**config.mk**
```make
export PLATFORM = sky130hd
export DESIGN_NAME = spatz_vrf_warb
export DESIGN_NICKNAME = d
export VERILOG_FILES = /design/src/rtl/spatz_pkg.sv /design/src/rtl/spatz_vrf_warb.sv
export SDC_FILE = /design/constraint.sdc
export NUM_CORES = 1
export LEC_CHECK = 0
export BUFFER_PORTS_ARGS = -buffer_cell sky130_fd_sc_hd__buf_2
export CAP_MARGIN = 20
export CELL_PAD_IN_SITES_DETAIL_PLACEMENT = 2
export CELL_PAD_IN_SITES_GLOBAL_PLACEMENT = 2
export CORE_AREA = 2 2 112 114
export DETAILED_ROUTE_END_ITERATION = 12
export DIE_AREA = 0 0 114 116
export GPL_TIMING_DRIVEN = 0
export PLACE_DENSITY = 0.87
export RECOVER_POWER = 100
export SYNTH_ARGS = -nofsm -noshare
export SYNTH_HDL_FRONTEND = slang
export SYNTH_SLANG_ARGS = --single-unit
```
**constraint.sdc**
```tcl
create_clock -name clk_i -period 3.9 [get_ports clk_i]
set_clock_uncertainty 0.15 [all_clocks]
set_input_delay 0 -clock clk_i [delete_from_list [all_inputs] [get_ports clk_i]]
set_output_delay 0 -clock clk_i [all_outputs]
set_load 0.005 [all_outputs]
```
**src/rtl/spatz_pkg.sv**
```systemverilog
// Shared Spatz vector register file types.
package spatz_pkg;

   localparam int unsigned VRegAddrWidth = 8;
   localparam int unsigned VRegDataWidth = 32;
   localparam int unsigned VRegBeWidth   = VRegDataWidth / 8;

   typedef logic [VRegAddrWidth-1:0] vreg_addr_t;
   typedef logic [VRegDataWidth-1:0] vreg_data_t;
   typedef logic [VRegBeWidth-1:0]   vreg_be_t;

endpackage : spatz_pkg

```
**src/rtl/spatz_vrf_warb.sv**
```systemverilog
// VRF write-port arbiter: round-robin between requesters, with bounded
// multi-beat locking so a burst owner cannot starve the others.
module spatz_vrf_warb
   import spatz_pkg::*;
#(
   parameter int unsigned NrReq   = 3,
   parameter int unsigned MaxLock = 4
) (
   input  logic                   clk_i,
   input  logic                   rst_i,
   input  vreg_addr_t [NrReq-1:0] req_waddr_i,
   input  vreg_data_t [NrReq-1:0] req_wdata_i,
   input  vreg_be_t   [NrReq-1:0] req_wbe_i,
   input  logic       [NrReq-1:0] req_we_i,
   input  logic       [NrReq-1:0] req_lock_i,
   output logic       [NrReq-1:0] req_wvalid_o,
   output vreg_addr_t             vrf_waddr_o,
   output vreg_data_t             vrf_wdata_o,
   output vreg_be_t               vrf_wbe_o,
   output logic                   vrf_we_o,
   input  logic                   vrf_wvalid_i
);

   localparam int unsigned RrW   = (NrReq > 1) ? $clog2(NrReq) : 1;
   localparam int unsigned CntW  = $clog2(MaxLock) + 1;
   localparam bit          LockEn = (MaxLock > 1);

   typedef enum logic {
      IDLE,
      LOCKED
   } state_e;

   state_e          state_q, state_d;
   logic [RrW-1:0]  rr_q, rr_d;
   logic [RrW-1:0]  owner_q, owner_d;
   logic [CntW-1:0] cnt_q, cnt_d;

   logic [RrW-1:0]  win_idx;
   logic            win_found;
   logic            accept;

   // Successor index with wrap-around, used to rotate priority.
   function automatic logic [RrW-1:0] next_idx(input logic [RrW-1:0] idx);
      if (idx == RrW'(NrReq - 1)) begin
         return '0;
      end
      return idx + RrW'(1);
   endfunction

   // Winner selection: the owner while locked, else round-robin from rr_q.
   always_comb begin
      int unsigned idx;
      win_idx   = '0;
      win_found = 1'b0;
      idx       = 0;
      if (state_q == LOCKED) begin
         win_idx   = owner_q;
         win_found = req_we_i[owner_q];
      end else begin
         for (int unsigned i = 0; i < NrReq; i++) begin
            idx = (int'(rr_q) + i) % NrReq;
            if (!win_found && req_we_i[idx]) begin
               win_found = 1'b1;
               win_idx   = RrW'(idx);
            end
         end
      end
   end

   assign accept = win_found & vrf_wvalid_i;

   // Zero-latency write port mux; idle port drives zeros.
   always_comb begin
      vrf_we_o     = win_found;
      vrf_waddr_o  = '0;
      vrf_wdata_o  = '0;
      vrf_wbe_o    = '0;
      req_wvalid_o = '0;
      if (win_found) begin
         vrf_waddr_o = req_waddr_i[win_idx];
         vrf_wdata_o = req_wdata_i[win_idx];
         vrf_wbe_o   = req_wbe_i[win_idx];
      end
      if (accept) begin
         req_wvalid_o[win_idx] = 1'b1;
      end
   end

   // Lock/rotate decisions.
   always_comb begin
      state_d = state_q;
      rr_d    = rr_q;
      owner_d = owner_q;
      cnt_d   = cnt_q;
      unique case (state_q)
         IDLE: begin
            if (accept) begin
               if (LockEn && req_lock_i[win_idx]) begin
                  state_d = LOCKED;
                  owner_d = win_idx;
                  cnt_d   = CntW'(1);
               end else begin
                  rr_d = next_idx(win_idx);
               end
            end
         end
         LOCKED: begin
            if (accept) begin
               cnt_d = cnt_q + CntW'(1);
               if (!req_lock_i[owner_q] || (cnt_q + CntW'(1)) == CntW'(MaxLock)) begin
                  state_d = IDLE;
                  rr_d    = next_idx(owner_q);
                  cnt_d   = '0;
               end
            end else if (!req_we_i[owner_q] && !req_lock_i[owner_q]) begin
               // Owner walked away without holding the lock: release.
               state_d = IDLE;
               rr_d    = next_idx(owner_q);
               cnt_d   = '0;
            end
         end
         default: state_d = IDLE;
      endcase
   end

   always_ff @(posedge clk_i) begin
      if (rst_i) begin
         state_q <= IDLE;
         rr_q    <= '0;
         owner_q <= '0;
         cnt_q   <= '0;
      end else begin
         state_q <= state_d;
         rr_q    <= rr_d;
         owner_q <= owner_d;
         cnt_q   <= cnt_d;
      end
   end

endmodule : spatz_vrf_warb

```
==> impl_metrics.json, run 1 <==
{
  "die_height_um": 116,
  "avgSynthCellArea_um2": 7.41,
  "kind_of_cell_adding_the_most_delay_to_the_critical_path": "simple AND/OR/NAND/NOR gates",
  "critPathArrivalTime_ns": 3.49,
  "cell_taking_the_most_area_after_synthesis": "sky130_fd_sc_hd__mux2_2",
  "initialDrtViolationCount": 123,
  "min-delay-start": "req_lock_i[1]",
  "async_flop_share_pct": 0,
  "globalRouteOverflowTotal": 0,
  "postSynthNetCount": 417,
  "chipWidth_um": 114,
  "cts_hold_buf": 0,
  "timing.critical_path.to_type": "output pin",
  "max-clock-path-buffers": 2,
  "post_drt_via_cell_ratio": 4.84,
  "final_period_minus_worst_setup_slack_ns": 3.64,
  "post-cts-setup-buffer-count": 0,
  "yosys_warnings": 0,
  "layout_cells_sized_above_1_pct": 45.9,
  "timing_worst_setup_path_type": "flip-flop to output pin",
  "fillerInstances": 1481,
  "synth_top_cells_by_area": "sky130_fd_sc_hd__mux2_2 (23%), sky130_fd_sc_hd__a22oi_1 (17%), sky130_fd_sc_hd__nor2_1 (9.7%), sky130_fd_sc_hd__dfxtp_1 (8.0%), sky130_fd_sc_hd__ha_1 (3.8%)",
  "r2r_start": "rr_q[0]",
  "multi_input_comb_area_um2": 1700,
  "detail_route.first_pass.iterations": 4,
  "worst_pin_slew_ns": 0.656,
  "clk_pin_slew_ns": 0.04,
  "layout_common_cells": "sky130_fd_sc_hd__buf_2 (151), sky130_fd_sc_hd__nor2_1 (52), sky130_fd_sc_hd__a22oi_1 (46)",
  "synth-edff-count": 0,
  "result_of_the_run": "complete, no violations",
  "r2r_slack_ns": 0.66,
  "htreeDepth": 1,
  "power.share.combinational_pct": 90.4,
  "hpwl_after_detailed_placement_mm": 9.12,
  "drc": 0,
  "number_of_distinct_library_cells_after_synthesis": 49,
  "mostFrequentLayoutCell": "sky130_fd_sc_hd__buf_2",
  "power-per-cell-area_nw_per_um2": 951,
  "tritoncts_clock_tree": "done",
  "ant_nets": 0,
  "max-vdd-ir-drop_uv": 285,
  "numClockSinks": 8,
  "rsz0062_at_grt": "no",
  "seq_cell_area_um2": 160,
  "critical_path_cell_by_cell": "inv_1, ha_1, clkbuf_2, a21oi_1, o2bb2ai_1, or3_1, or3_1, o211ai_2, clkbuf_2, mux2_2, a22oi_1, nor2_1, clkbuf_1",
  "core.rowCount": 40,
  "clock_latency_ns": 0.23,
  "maxSlewHeadroom_pct": 56.3,
  "switching_share_pct": 53.4,
  "startpoint_types": "flip-flop",
  "final-hold-violation-count": 0,
  "grt.total_usage_pct": 15.4,
  "cts_made_buffers": 3,
  "p_sw_mw": 1.61,
  "buffer_ports.inserted": 187,
  "finalCritPeriodShare_pct": 93.4,
  "ios": 189,
  "timing.fmax_mhz": 275,
  "area.growth.synth_to_final_pct": 58.2,
  "internal_power_mw": 1.40,
  "fin_nets": 609,
  "clock_power_share_pct": 5.8,
  "logic_depth_of_the_worst_register_to_register_path": 11,
  "final_max_slew_viol_count": 0,
  "critPathMaxFanout": 10,
  "dpl-instance-area_um2": 3120,
  "postSynthCellCount": 270,
  "power.static_leakage_nw": 1.54,
  "whs_path_depth": 3,
  "postLayoutCellArea_um2": 3170,
  "grt_start_max_net_pins": 11,
  "average_wire_per_standard_cell_um": 17.6,
  "aggregate_negative_setup_slack_ns": 0,
  "start_util_pct": 16.8,
  "synthesis.area_um2": 2000,
  "synth_seq_cells": 8,
  "max_stage_delay_ns": 0.42,
  "power.share.sequential_pct": 3.8,
  "finalSetupViolations": 0,
  "full_die_area_um2": 13200,
  "cp.required_ns": 3.75,
  "route.vias.total": 2935,
  "hold-path-endpoint": "rr_q[1]",
  "grt_pass1_wl_mm": 16.4,
  "drt-total-wl_mm": 10.7,
  "core_area_um2": 11900,
  "antenna_found_initial": 0,
  "crit-reg2reg-capture": "cnt_q[1]",
  "cts_root_buffer": "sky130_fd_sc_hd__clkbuf_16",
  "critical-path-slowest-cell": "sky130_fd_sc_hd__or3_1",
  "critical_path.startpoint": "rr_q[0]",
  "antennaDiodeCount": 0,
  "drv_cap": 0,
  "totalPowerFinal_mw": 3.01,
  "yosys.area.top_type_share_pct": 23.1,
  "gp_congestion": 0.857,
  "worst_hold_path_type": "input pin to flip-flop",
  "postSynth.topFlopCell": "sky130_fd_sc_hd__dfxtp_1",
  "synth-seq-area-share_pct": 8.00,
  "number_of_global_route_vias_before_repair": 3306,
  "critPathBufInv": 4
}
## through the flow
stage	hold WS (ns)	setup slack, ns	util [%]	std cells
5_1_grt	0.0353	0.0156	26.6	607
6_report	0.0216	0.258	26.6	607
3_3_place_gp	0.176	0.102	26.2	604
4_1_cts	0.0203	0.0273	26.9	607
2_1_floorplan	-0.0266	1.07	-	270
3_5_place_dp	0.179	0.000847	26.2	604
## layer usage
layer	track usage [%]	wire [µm]
met2	31.7	5910
met1	16.8	4080
met5	0	0
met4	1.38	60
met3	2.72	619
## flip-flops by register name (all words and copies together), names as in the netlist
name     flops
cnt_q        3
state_q      1
owner_q      2
rr_q         2
## power by group through the flow
stage          Combinational (mW)  Sequential (mW)  Clock (mW)
2_1_floorplan                1.76            0.112           0
3_3_place_gp                 2.74            0.114           0
3_5_place_dp                 2.85            0.117           0
4_1_cts                      2.88            0.115       0.177
5_1_grt                      3.04            0.117       0.181
6_report                     2.72            0.114       0.173
## worst max-delay path by stage
stage	endpoint	slack [ns]	depth (start not counted)
2_1_floorplan	vrf_wbe_o[0]	1.07	13
3_3_place_gp	vrf_wdata_o[28]	0.10	12
3_5_place_dp	vrf_wdata_o[8]	0.0008	12
4_1_cts	vrf_wbe_o[0]	0.03	12
5_1_grt	vrf_wdata_o[1]	0.02	13
6_report	vrf_wdata_o[1]	0.26	13
## final cells by class
class	count	share of cell area [%]
multi-input cells	232	53.8
repair buffers	187	28.2
plain buffers	24	4.07
inverters	6	0.711
clock buffers	3	2.37
well taps	147	5.81
flip-flops and latches	8	5.06
## cell families after synthesis
| logic type | Yosys count | share of synthesized area (%) |
|---|---|---|
| buffers and inverters | 30 | 7.50 |
| flip-flops | 8 | 8.00 |
| AO/OA/AOI/OAI | 83 | 31.4 |
| multiplexers | 51 | 28.4 |
| adder cells (fa/ha/maj) | 6 | 3.75 |
| AND/OR/NAND/NOR | 92 | 20.9 |
## tightest hold or removal path, stage by stage
cell and delay, ns:
sky130_fd_sc_hd__buf_2 0.14, sky130_fd_sc_hd__o21a_1 0.16, sky130_fd_sc_hd__o41ai_1 0.06
## synthesized netlist by cell type, types with 2 or more instances
| cell type | instances |
|---|---|
| sky130_fd_sc_hd__nor2_1 | 52 |
| sky130_fd_sc_hd__o41ai_1 | 2 |
| sky130_fd_sc_hd__mux2i_1 | 4 |
| sky130_fd_sc_hd__clkbuf_1 | 15 |
| sky130_fd_sc_hd__a21oi_1 | 6 |
| sky130_fd_sc_hd__nor4_1 | 2 |
| sky130_fd_sc_hd__buf_4 | 3 |
| sky130_fd_sc_hd__nor2b_1 | 5 |
| sky130_fd_sc_hd__buf_6 | 3 |
| sky130_fd_sc_hd__nand3b_1 | 2 |
| sky130_fd_sc_hd__a311oi_1 | 2 |
| sky130_fd_sc_hd__and3_1 | 3 |
| sky130_fd_sc_hd__inv_1 | 5 |
| sky130_fd_sc_hd__ha_1 | 6 |
| sky130_fd_sc_hd__dfxtp_1 | 8 |
| sky130_fd_sc_hd__nand2b_1 | 5 |
| sky130_fd_sc_hd__nand2_1 | 10 |
| sky130_fd_sc_hd__o21ai_0 | 5 |
| sky130_fd_sc_hd__buf_2 | 2 |
| sky130_fd_sc_hd__mux2_1 | 6 |
| sky130_fd_sc_hd__a21boi_0 | 2 |
| sky130_fd_sc_hd__a21o_1 | 2 |
| sky130_fd_sc_hd__nor3_1 | 3 |
| sky130_fd_sc_hd__nand3_1 | 2 |
| sky130_fd_sc_hd__mux2_2 | 41 |
| sky130_fd_sc_hd__or3_1 | 4 |
| sky130_fd_sc_hd__nor3b_1 | 2 |
| sky130_fd_sc_hd__o2bb2ai_1 | 2 |
| sky130_fd_sc_hd__a22oi_1 | 46 |
## repair_timing
item / CTS / global route
setup endpoints to repair: 40 / 40
resized for setup: 1 / 7
pin swaps: 0 / 0
(Power assumes the default switching activity.)
==> inputs of run 2 (changes only) <==
==> constraint.sdc (replaced) <==
create_clock -name clk_i -period 3.9 [get_ports clk_i]
set_clock_uncertainty 0.15 [all_clocks]
set_input_delay 0.39 -clock clk_i [delete_from_list [all_inputs] [get_ports clk_i]]
set_output_delay 0.39 -clock clk_i [all_outputs]
set_load 0.005 [all_outputs]
==> impl_metrics.json, run 2 (synthesis results as in run 1) <==
{
  "chipWidth_um": 114,
  "start_util_pct": 16.8,
  "timing.fmax_mhz": 265,
  "worst_pin_slew_ns": 0.643,
  "average_wire_per_standard_cell_um": 17.8,
  "gp_congestion": 0.857,
  "globalRouteOverflowTotal": 0,
  "cp.required_ns": 3.36,
  "largest_register_ffs": 3,
  "ios": 189,
  "multi_input_comb_area_um2": 1790,
  "buffer_ports.inserted": 187,
  "maxSlewHeadroom_pct": 57.2,
  "finalSetupViolations": 0,
  "hpwl_after_detailed_placement_mm": 9.12,
  "critical_path.startpoint": "rr_q[0]",
  "crit_end": "vrf_waddr_o[1]",
  "antennaDiodeCount": 0,
  "final-hold-violation-count": 0,
  "seq_cell_area_um2": 163,
  "totalPowerFinal_mw": 3.41,
  "timing.critical_path.to_type": "output pin",
  "regMostFlops": "cnt_q",
  "ant_nets": 0,
  "core.rowCount": 40,
  "antenna_found_initial": 0,
  "postLayoutCellArea_um2": 3410,
  "htreeDepth": 1,
  "cts_root_buffer": "sky130_fd_sc_hd__clkbuf_16",
  "layout_top_registers": "cnt_q x3, owner_q x2, rr_q x2",
  "critPathMaxFanout": 9,
  "layout_cells_sized_above_1_pct": 57.9,
  "r2r_start": "rr_q[1]",
  "final_period_minus_worst_setup_slack_ns": 3.78,
  "tritoncts_clock_tree": "done",
  "post_drt_via_cell_ratio": 4.81,
  "detail_route.first_pass.iterations": 4,
  "startpoint_types": "flip-flop",
  "result_of_the_run": "complete, no violations",
  "full_die_area_um2": 13200,
  "max-clock-path-buffers": 2,
  "post_place_cells": 604,
  "drc": 0,
  "finalCritPeriodShare_pct": 96.8,
  "numClockSinks": 8,
  "r2r_slack_ns": 0.46,
  "clk_pin_slew_ns": 0.04,
  "layoutNonFillerInstCount": 615,
  "holdWs_ns": 0.365,
  "drt-total-wl_mm": 10.9,
  "clock_latency_ns": 0.23,
  "cts_made_buffers": 3,
  "core_area_um2": 11900,
  "grt_start_max_net_pins": 13,
  "critPathArrivalTime_ns": 3.24,
  "power-per-cell-area_nw_per_um2": 1000,
  "number_of_global_route_vias_before_repair": 3357,
  "grt.total_usage_pct": 15.6,
  "drv_cap": 0,
  "timing_worst_setup_path_type": "flip-flop to output pin",
  "fillerInstances": 1443,
  "final_max_slew_viol_count": 0,
  "min-delay-start": "cnt_q[2]",
  "max-vdd-ir-drop_uv": 289,
  "dpl-instance-area_um2": 3120,
  "grt_pass1_wl_mm": 16.7,
  "route.vias.total": 2959,
  "area.growth.synth_to_final_pct": 70.1,
  "die_height_um": 116,
  "layout_common_cells": "sky130_fd_sc_hd__buf_2 (186), sky130_fd_sc_hd__nor2_1 (52), sky130_fd_sc_hd__mux2_2 (40)",
  "crit-reg2reg-capture": "cnt_q[1]",
  "worst_hold_path_type": "flip-flop to flip-flop",
  "mostFrequentLayoutCell": "sky130_fd_sc_hd__buf_2",
  "fin_nets": 617,
  "power.static_leakage_nw": 1.71,
  "logic_depth_of_the_worst_register_to_register_path": 11,
  "initialDrtViolationCount": 101
}
[run 2: changes by cell type in the layout (fill, tap and decap cells not counted), sizes merged]
| cell | before | now |
|---|---|---|
| buf | 157 | 202 |
| clkbuf | 57 | 20 |
[run 2: worst max-delay path: stages, from the launching register on]
cell and delay (ns):
sky130_fd_sc_hd__dfxtp_2 0.33, sky130_fd_sc_hd__inv_1 0.09, sky130_fd_sc_hd__ha_4 0.27, sky130_fd_sc_hd__clkbuf_8 0.14
sky130_fd_sc_hd__a21oi_1 0.07, sky130_fd_sc_hd__o2bb2ai_2 0.16, sky130_fd_sc_hd__or3_4 0.41, sky130_fd_sc_hd__or3_4 0.35
sky130_fd_sc_hd__o211ai_4 0.16, sky130_fd_sc_hd__buf_6 0.18, sky130_fd_sc_hd__buf_12 0.12, sky130_fd_sc_hd__mux2_2 0.34
sky130_fd_sc_hd__a22oi_1 0.15, sky130_fd_sc_hd__nor2_1 0.06, sky130_fd_sc_hd__buf_2 0.15
[run 2: area by class of cell]
cell class                      instances  area share [%]
Multi-Input combinational cell        232            52.6
Timing Repair Buffer                  197            30.0
Tap cell                              147            5.40
Sequential cell                         8            4.78
Buffer                                 22            4.34
Clock buffer                            3            2.20
Inverter                                6           0.661
[run 2: report_power, final]
group          internal, mW  switching (mW)  total, mW
registers             0.103          0.0154      0.118
clock network         0.132          0.0411      0.173
logic                  1.49            1.63       3.12
[run 2: per-layer routing]
layer	GRT usage (%)	wire length (µm)
met1	17.2	4240
met2	32.0	5980
met3	2.67	627
met4	1.38	72
met5	0	0
[run 2: how the worst min path moves through the flow]
stage	slack [ns]	depth (start not counted)	end
global route	0.39	1	cnt_q[2]
floorplan	0.31	1	cnt_q[2]
finish	0.37	1	cnt_q[2]
CTS	0.37	1	cnt_q[2]
detailed placement	0.36	1	cnt_q[2]
global placement	0.31	1	cnt_q[2]
[run 2: through the flow]
stage / setup WS, ns / setup TNS, ns / utilization [%]
2_1_floorplan: 0.682 / 0 / -
3_3_place_gp: -0.288 / -8.33 / 26.2
3_5_place_dp: -0.389 / -12.72 / 26.2
4_1_cts: 0.00370 / 0 / 27.9
5_1_grt: -0.0103 / -0.0184 / 28.6
6_report: 0.123 / 0 / 28.6
[run 2: what timing repair did]
action,4_1_cts,5_1_grt
pin swaps,1,3
gates resized for setup,16,15
buffers inserted,6,4
endpoints found under the setup margin,45,42
hold buffers,0,0
==> inputs of run 3 (changes only) <==
BUFFER_PORTS_ARGS = unset   (was -buffer_cell sky130_fd_sc_hd__buf_2)
CORE_AREA = 2 2 85 87   (was 2 2 112 114)
DIE_AREA = 0 0 87 89   (was 0 0 114 116)
DONT_BUFFER_PORTS = 1   (was unset)
==> impl_metrics.json, run 3 (synthesis results as in run 1) <==
{
  "largest_register_ffs": 3,
  "number_of_global_route_vias_before_repair": 2290,
  "fin_nets": 425,
  "maxSlewHeadroom_pct": 58.4,
  "final.setup.worst_slack_ns": 0.160,
  "result_of_the_run": "complete, no violations",
  "mostFrequentLayoutCell": "sky130_fd_sc_hd__nor2_1",
  "power-per-cell-area_nw_per_um2": 1160,
  "htreeDepth": 1,
  "timing.fmax_mhz": 267,
  "worst_pin_slew_ns": 0.625,
  "timing.critical_path.to_type": "output pin",
  "holdWs_ns": 0.229,
  "clock_latency_ns": 0.24,
  "drv_cap": 0,
  "tritoncts_clock_tree": "done",
  "initialDrtViolationCount": 70,
  "cts_made_buffers": 3,
  "minimum_setup_slack_after_placement_ns": -0.0544,
  "start_util_pct": 29.8,
  "cp.required_ns": 3.36,
  "timing_worst_setup_path_type": "flip-flop to output pin",
  "critPathArrivalTime_ns": 3.20,
  "finalCritPeriodShare_pct": 95.9,
  "fillerInstances": 829,
  "aggregate_negative_setup_slack_ns": 0,
  "full_die_area_um2": 7740,
  "globalRouteOverflowTotal": 0,
  "final_max_slew_viol_count": 0,
  "hpwl_after_detailed_placement_mm": 6.88,
  "buffer_ports.inserted": 0,
  "max-clock-path-buffers": 2,
  "seq_cell_area_um2": 160,
  "final_period_minus_worst_setup_slack_ns": 3.74,
  "gp_congestion": 0.827,
  "multi_input_comb_area_um2": 1730,
  "core_area_um2": 6720,
  "cts_hold_buf": 0,
  "numClockSinks": 8,
  "critPathMaxFanout": 10,
  "ant_nets": 0,
  "layout_top_registers": "cnt_q x3, owner_q x2, rr_q x2",
  "clk_pin_slew_ns": 0.05,
  "crit-reg2reg-capture": "rr_q[1]",
  "drc": 0,
  "grt_start_max_net_pins": 11,
  "average_wire_per_standard_cell_um": 23.5,
  "core.rowCount": 30,
  "chipWidth_um": 87,
  "layout_cells_sized_above_1_pct": 24.3,
  "logic_depth_of_the_worst_register_to_register_path": 12,
  "grt.total_usage_pct": 19.6,
  "crit_end": "vrf_wdata_o[21]",
  "grt_pass1_wl_mm": 12.0,
  "r2r_start": "rr_q[0]",
  "cts_root_buffer": "sky130_fd_sc_hd__clkbuf_8",
  "ios": 189,
  "critical_path.startpoint": "rr_q[0]",
  "post_drt_via_cell_ratio": 6.21,
  "finish.utilization_pct": 33.0,
  "postLayoutCellArea_um2": 2220,
  "finalSetupViolations": 0,
  "area.growth.synth_to_final_pct": 10.7,
  "antenna_found_initial": 0,
  "dpl-instance-area_um2": 2100,
  "layout_common_cells": "sky130_fd_sc_hd__nor2_1 (52), sky130_fd_sc_hd__a22oi_1 (46), sky130_fd_sc_hd__mux2_2 (40)",
  "drt-total-wl_mm": 8.35,
  "startpoint_types": "flip-flop",
  "detail_route.first_pass.iterations": 4,
  "antennaDiodeCount": 0,
  "worst_hold_path_type": "input pin to flip-flop",
  "die_height_um": 89,
  "r2r_slack_ns": 0.72,
  "max-vdd-ir-drop_uv": 409,
  "final-hold-violation-count": 0,
  "route.vias.total": 2209,
  "power.static_leakage_nw": 0.898,
  "regMostFlops": "cnt_q"
}
[run 3: cell types whose count changed in the layout (fill, tap and decap cells not counted), sizes merged]
cell / delta
buf: -193
clkbuf: +1
[run 3: worst max-delay path: stages, from the launching register on]
cell                        delay, ns
sky130_fd_sc_hd__dfxtp_1         0.36
sky130_fd_sc_hd__inv_1           0.09
sky130_fd_sc_hd__ha_1            0.28
sky130_fd_sc_hd__clkbuf_4        0.17
sky130_fd_sc_hd__a21oi_1         0.08
sky130_fd_sc_hd__o2bb2ai_2       0.16
sky130_fd_sc_hd__or3_1           0.42
sky130_fd_sc_hd__or3_4           0.36
sky130_fd_sc_hd__o211ai_4        0.15
sky130_fd_sc_hd__buf_4           0.25
sky130_fd_sc_hd__mux2_2          0.35
sky130_fd_sc_hd__a22oi_1         0.20
sky130_fd_sc_hd__nor2_1          0.09
[run 3: cell type report]
| cell class | count | share of cell area [%] |
|---|---|---|
| Buffer | 24 | 6.10 |
| Clock buffer | 3 | 1.86 |
| Inverter | 6 | 1.02 |
| Multi-Input combinational cell | 232 | 78.1 |
| Sequential cell | 8 | 7.23 |
| Tap cell | 80 | 4.52 |
| Timing Repair Buffer | 3 | 1.19 |
[run 3: how the worst min path moves through the flow]
stage	from	to	slack, ns	cells after the start
global route	req_lock_i[1]	rr_q[1]	0.23	2
CTS	req_lock_i[1]	rr_q[1]	0.23	2
floorplan	cnt_q[2]	cnt_q[2]	0.31	1
detailed placement	cnt_q[2]	cnt_q[2]	0.34	1
finish	req_lock_i[1]	rr_q[1]	0.23	2
global placement	cnt_q[2]	cnt_q[2]	0.31	1
[run 3: per-layer routing]
metal | share of wire [%] | vias to the layer above | routed length [µm] | track usage (%)
met5 | 0 | - | 0 | 0
met4 | 0.37 | 0 | 31 | 2.56
met3 | 4.1 | 4 | 345 | 2.77
met2 | 55 | 84 | 4580 | 38.2
met1 | 41 | 1093 | 3390 | 23.0
li1 | - | 1028 | - | -
[run 3: power breakdown]
part	internal (mW)	switching [mW]
clock	0.0673	0.0367
sequential	0.102	0.0116
combinational	0.971	1.39
total	1.14	1.44
[run 3: repair_timing]
item / in CTS / in global routing
pin swaps: 0 / 1
endpoints found under the setup margin: 40 / 45
setup buffers: 2 / 1
gates resized for setup: 2 / 14
[run 3: metrics by stage]
step	instances	power (mW)
after floorplan	270	1.87
after global placement	350	2.31
after detailed placement	350	2.39
after CTS	355	2.58
after global routing	356	2.82
final	356	2.58
